==> src/rtl/pmem_types_pkg.sv <==
// Shared types and sizing for the cache-to-memory burst path.
// Line and beat widths, beat count and the adaptor state encoding.
package pmem_types_pkg;

  localparam int LINE_W  = 256;
  localparam int BURST_W = 64;
  localparam int BEATS   = LINE_W / BURST_W;

  typedef enum logic [1:0] {
    IDLE,
    RD_BURST,
    WR_BURST,
    DONE
  } state_t;

endpackage

==> src/rtl/cacheline_adaptor.sv <==
// Converts whole-line cache requests into fixed-length memory bursts.
// One line register is both the read assembly buffer and the write source.
module cacheline_adaptor #(
  parameter int LINE_W  = pmem_types_pkg::LINE_W,
  parameter int BURST_W = pmem_types_pkg::BURST_W
) (
  input  logic               clk,
  input  logic               rst,
  input  logic [LINE_W-1:0]  line_i,
  output logic [LINE_W-1:0]  line_o,
  input  logic [31:0]        address_i,
  input  logic               read_i,
  input  logic               write_i,
  output logic               resp_o,
  input  logic [BURST_W-1:0] burst_i,
  output logic [BURST_W-1:0] burst_o,
  output logic [31:0]        address_o,
  output logic               read_o,
  output logic               write_o,
  input  logic               resp_i
);

  import pmem_types_pkg::*;

  localparam int N_BEATS = LINE_W / BURST_W;
  localparam int KW      = $clog2(N_BEATS);
  localparam int OFF     = $clog2(LINE_W / 8);

  state_t              r_state;
  logic [KW-1:0]       r_k;
  logic [31:0]         r_addr;
  logic [LINE_W-1:0]   r_line;
  logic [LINE_W-1:0]   r_line_o;

  logic                w_last;
  logic [31:0]         w_addr_al;
  logic [BURST_W-1:0]  w_beat;

  assign w_last    = (r_k == KW'(N_BEATS - 1));
  assign w_addr_al = {address_i[31:OFF], {OFF{1'b0}}};
  assign w_beat    = r_line[int'(r_k) * BURST_W +: BURST_W];

  always_ff @(posedge clk or posedge rst) begin
    if (rst) begin
      r_state  <= IDLE;
      r_k      <= '0;
      r_addr   <= '0;
      r_line   <= '0;
      r_line_o <= '0;
    end else begin
      unique case (r_state)
        IDLE: begin
          if (write_i) begin
            r_line  <= line_i;
            r_addr  <= w_addr_al;
            r_k     <= '0;
            r_state <= WR_BURST;
          end else if (read_i) begin
            r_addr  <= w_addr_al;
            r_k     <= '0;
            r_state <= RD_BURST;
          end
        end
        RD_BURST: begin
          if (resp_i) begin
            r_line[int'(r_k) * BURST_W +: BURST_W] <= burst_i;
            r_k <= r_k + 1'b1;
            // Final beat is the top slice; publish the completed line.
            if (w_last) begin
              r_line_o <= {burst_i, r_line[LINE_W-BURST_W-1:0]};
              r_state  <= DONE;
            end
          end
        end
        WR_BURST: begin
          if (resp_i) begin
            r_k <= r_k + 1'b1;
            if (w_last) r_state <= DONE;
          end
        end
        DONE: r_state <= IDLE;
        default: r_state <= IDLE;
      endcase
    end
  end

  assign read_o    = (r_state == RD_BURST);
  assign write_o   = (r_state == WR_BURST);
  assign resp_o    = (r_state == DONE);
  assign address_o = r_addr;
  assign burst_o   = write_o ? w_beat : '0;
  assign line_o    = r_line_o;

endmodule

==> config.mk <==
export PLATFORM = sky130hd
export DESIGN_NAME = cacheline_adaptor
export DESIGN_NICKNAME = d
export VERILOG_FILES = /design/src/rtl/pmem_types_pkg.sv /design/src/rtl/cacheline_adaptor.sv
export SDC_FILE = /design/constraint.sdc
export NUM_CORES = 1
export LEC_CHECK = 0
export BUFFER_PORTS_ARGS = -buffer_cell sky130_fd_sc_hd__buf_4
export CELL_PAD_IN_SITES_DETAIL_PLACEMENT = 0
export CELL_PAD_IN_SITES_GLOBAL_PLACEMENT = 1
export CORE_AREA = 2 2 273 275
export DETAILED_ROUTE_END_ITERATION = 7
export DIE_AREA = 0 0 275 277
export PLACE_DENSITY_LB_ADDON = 0.1
export SLEW_MARGIN = 20
export SYNTH_ARGS = -nofsm -noshare
export SYNTH_HDL_FRONTEND = slang
export SYNTH_SLANG_ARGS = --single-unit
==> constraint.sdc <==
create_clock -name clk -period 25.3 [get_ports clk]
set_clock_uncertainty 0.15 [all_clocks]
set_input_delay 5.06 -clock clk [delete_from_list [all_inputs] [get_ports clk]]
set_output_delay 5.06 -clock clk [all_outputs]
set_load 0.03 [all_outputs]
After elaboration in Yosys (flattened, before gate mapping)

Index checks and enable logic that the tools add are counted.

Add/subtract/negate cells: 2
Equality and inequality tests: 9
Shift-type cells: 3
Multiplexer cells: 16
Reduce and logical (&&, ||, !) cells: 10

Operators with widths:

| cell                        | number |
|---|---|
| $mux W256                   | 2 |
| $pmux W256 S2               | 1 |
| $bwmux W256                 | 1 |
| $shift A64 B33 Y256 const A | 1 |
| $shiftx A256 B9 Y64         | 1 |
| $shiftx A64 B33 Y256        | 1 |
| $mux W32                    | 2 |
| $mux W64                    | 1 |
| $neg A8 Y33                 | 1 |
| $mux W2                     | 7 |
| $reduce_and A3 Y1           | 4 |
| $eq A2 B2 Y1 const B        | 3 |
| $ne A2 B1 Y1 const B        | 3 |
| $pmux W2 S3                 | 1 |
| $reduce_bool A2 Y1          | 3 |
| $pmux W2 S2                 | 1 |
| $ne A3 B3 Y1 const B        | 1 |
| $add A2 B1 Y2 const B       | 1 |
| $eq A2 B1 Y1 const B        | 1 |
| $logic_not A2 Y1            | 1 |
| $ne A2 B2 Y1 const B        | 1 |
| $reduce_and A2 Y1           | 1 |
| $reduce_or A2 Y1            | 1 |

Register bits: 548
Bits of input ports: 357
Output and inout port bits: 355
Logic and storage cells: 45

Longest topological paths before layout

Depth after elaboration: 5
Mapped depth: 12
Mapped depth without buffers: 5

Worst setup path after synthesis

No wires, ideal clock.

Path kind: reg2out
Start point: register r_k[0]
End point: output port burst_o[40]
Arrival: 1.625 ns
Required time: 20.090 ns
Path slack: 18.465 ns
Stages on the path, launching flop included: 6
Path buffers: 3
Cells stage by stage: dfrtp_1 -> buf_2 -> buf_4 -> buf_4 -> mux4_2 -> and2_1

Cells in the longest elaborated chain, start to end: 2

RTL lines:

| item                   | line                    | source |
|---|---|---|
| from (decl)            | cacheline_adaptor.sv:30 | `logic [KW-1:0] r_k;` |
| from (signal assigned) | cacheline_adaptor.sv:67 | `r_k <= r_k + 1'b1;` |
| from (signal assigned) | cacheline_adaptor.sv:77 | `r_k <= r_k + 1'b1;` |
| $shiftx A256 B9 Y64    | cacheline_adaptor.sv:41 | `assign w_beat = r_line[int'(r_k) * BURST_W +: BURST_W];` |
| $mux W64               | cacheline_adaptor.sv:91 | `assign burst_o = write_o ? w_beat : '0;` |
| to (decl)              | cacheline_adaptor.sv:16 | `output logic [BURST_W-1:0] burst_o,` |

Every way passes these cells.

Worst setup path in the final report

Start point: register r_k[0]
End point: output port burst_o[38]

The elaborated chain is that of the path after synthesis.

==> results.json <==
{
  "grt_pass1_vias": 20000,
  "max_freq_mhz": 111,
  "core_area_um2": 73600,
  "die-area_um2": 76200,
  "crit_type": "reg2out",
  "drv_cap": 0,
  "cts.sinks": 543,
  "drt_wl_total_mm": 95.2,
  "grt_pass1_wl_mm": 139,
  "report.final.slew_viol_count": 0,
  "layout.nets": 2820,
  "ys_ff_latch": 543,
  "io_buffer_count": 701,
  "postCtsSetupBuffers": 0,
  "yosys.area.top_type": "dfrtp_1",
  "met2_usage_pct": 40.7,
  "grt_usage_pct": 24.7,
  "synth_xor_area_share_pct": 0,
  "cp_max_fo": 67,
  "synthesis.instances": 1816,
  "clk_latency_ns": 0.60,
  "relSlewSlack_pct": 25.1,
  "synth_edf_count": 0,
  "cts_resized": 0,
  "first_iter_violations": 1052,
  "synth_ff_type": "dfrtp_1",
  "tritoncts": "built",
  "syn_area_um2": 26200,
  "min_period_over_period_pct": 35.6,
  "syn_area_per_cell_um2": 14.4,
  "cts-root-buf": "clkbuf_16",
  "ant_nets": 0,
  "dp_cells": 3354,
  "first_pass_iters": 5,
  "dr_total_vias": 18800,
  "synthTopCellsByArea": "dfrtp_1 52%, mux2_2 14%, mux2_1 9.2%",
  "synth_seq_area_share_pct": 51.8,
  "powerDensity_nw_per_um2": 136,
  "synth-compound-area-share_pct": 9.71,
  "hold_buffers": 0,
  "yosys.area_share.simple_pct": 4.64,
  "gp_congestion": 0.826,
  "dpl_cell_area_um2": 31900,
  "antenna_found_initial": 17,
  "clk_pin_slew_ns": 0.06,
  "met3_usage_pct": 7.28,
  "start_util_pct": 35.6,
  "numCtsBuffers": 67,
  "die_h_um": 277,
  "use_met1_pct": 30.8,
  "cp-start-kind": "flip-flop",
  "instances_no_fill": 3487,
  "cp.required_ns": 20.09,
  "finalSetupTns_ns": 0,
  "hp-class": "reg2reg",
  "synth_cell_types": 37,
  "dp_hpwl_mm": 62.9,
  "synth_mux_area_share_pct": 28.8,
  "worst_slew_pin_slew_ns": 1.12,
  "wl_per_cell_um": 27.3,
  "synth-adder-area-share_pct": 0.430,
  "cts_max_path_buffers": 3,
  "setup_viol": 0,
  "endpoint_kind": "primary output",
  "num_rows": 100,
  "htree_num_levels": 3,
  "hold_viol": 0,
  "stdcell_area_um2": 34200,
  "outcome": "finished clean",
  "grt_most_used_layer": "met2",
  "die_w_um": 275,
  "ir_drop_mv": 0.0952,
  "rsz0062_at_grt": "no",
  "async_reset_ff_share_pct": 100,
  "via_per_inst": 5.38,
  "synth_top_family_by_area": "multiplexers",
  "drc": 0,
  "overflow": 0,
  "ios": 712,
  "drive_above_1_share_pct": 49.6,
  "grt_max_degree": 152,
  "fin_util_pct": 46.4,
  "yosys_warnings": 0,
  "syn_to_final_growth_pct": 30.3,
  "fin_crit_ns": 9.00,
  "power.leakage_nw": 16.1,
  "yosysTopAreaCellShare_pct": 51.8,
  "cp.arrival_ns": 3.79
}
## metal layers
metal  vias up  wire [um]
met3       130       7250
met4        10       2710
met5         -         69
met2       576      46500
li1       8165          -
met1      9872      38600
## sequential cells by signal (all words and copies together), names as in the netlist
register / count
line_o: 256
r_state: 2
address_o: 27
r_line: 256
r_k: 2
## metrics by stage
step           power [W]  hold WS (ns)  setup WS, ns
6_report         0.00466         0.337         16.30
5_1_grt          0.00490         0.349         16.04
4_1_cts          0.00471         0.335         16.20
3_5_place_dp     0.00371         0.323         16.79
3_3_place_gp     0.00367         0.315         16.82
2_1_floorplan    0.00296         0.303          4.91
## cells in the final DEF (no fill, tap or decap), types with 7 or more instances in the layout
cell type / n
clkbuf_8: 20
nand2b_1: 60
dfrtp_1: 541
nor2b_1: 8
mux4_2: 64
nand2_1: 65
mux2_1: 215
o2bb2ai_1: 123
a32o_1: 128
clkbuf_1: 17
clkinv_2: 7
diode_2: 12
mux2_2: 324
clkbuf_16: 70
ha_1: 8
and2_1: 64
buf_4: 731
## synth_stat cells, drive strengths merged, types with 2 or more instances
cell,number
a21oi,4
a32o,128
a41o,6
and2,65
buf,114
clkbuf,54
dfrtp,543
ha,9
inv,7
mux2,539
mux2i,2
mux4,64
nand2,65
nand2b,60
nand3,5
nor2b,9
o21ai,2
o2bb2ai,123
or4bb,6
## area by class of cell
cell class                 instances  area, um^2
clock buffer                     107        2090
sequential                       543       13600
antenna                           12        30.0
tap                              969        1210
inverter                           7        41.3
timing repair buffer             733        5530
multi-input combinational       1102       11500
clock inverter                    14         183
fill                            6811       39400
## path summary, 6_finish.rpt
path	slack (ns)	startpoint	cells past startpoint	to
min	0.34	r_line[199]	1	r_line[199]
min in group asynchronous	4.47	rst	2	address_o[8]
min reg2reg	0.34	r_line[199]	1	r_line[199]
max in group asynchronous	17.58	rst	5	r_line[228]
max	16.30	r_k[0]	5	burst_o[38]
max reg2reg	21.04	r_k[1]	6	r_line[106]
## power breakdown
part	total [W]	leakage, nW	internal, W	switching (W)
clock network	0.000986	1.12	0.000598	0.000388
registers	0.00146	6.95	0.00123	0.000231
logic	0.00221	8.04	0.000978	0.00123
total	0.00466	16.1	0.00280	0.00185
## cell families after synthesis
logic type | Yosys count
adders and majority gates | 9
and+or+nand+nor | 214
AOI/OAI and AO/OA | 269
buffers and inverters | 175
DFF | 543
muxes | 605
other | 1
## critical path, stage by stage, from the launching register on
cell and delay [ns]:
dfrtp_4 0.59, buf_4 0.78, buf_4 0.74, mux4_2 0.60
and2_1 0.20, buf_4 0.17
No activity file was read; power rests on OpenSTA's default activity.
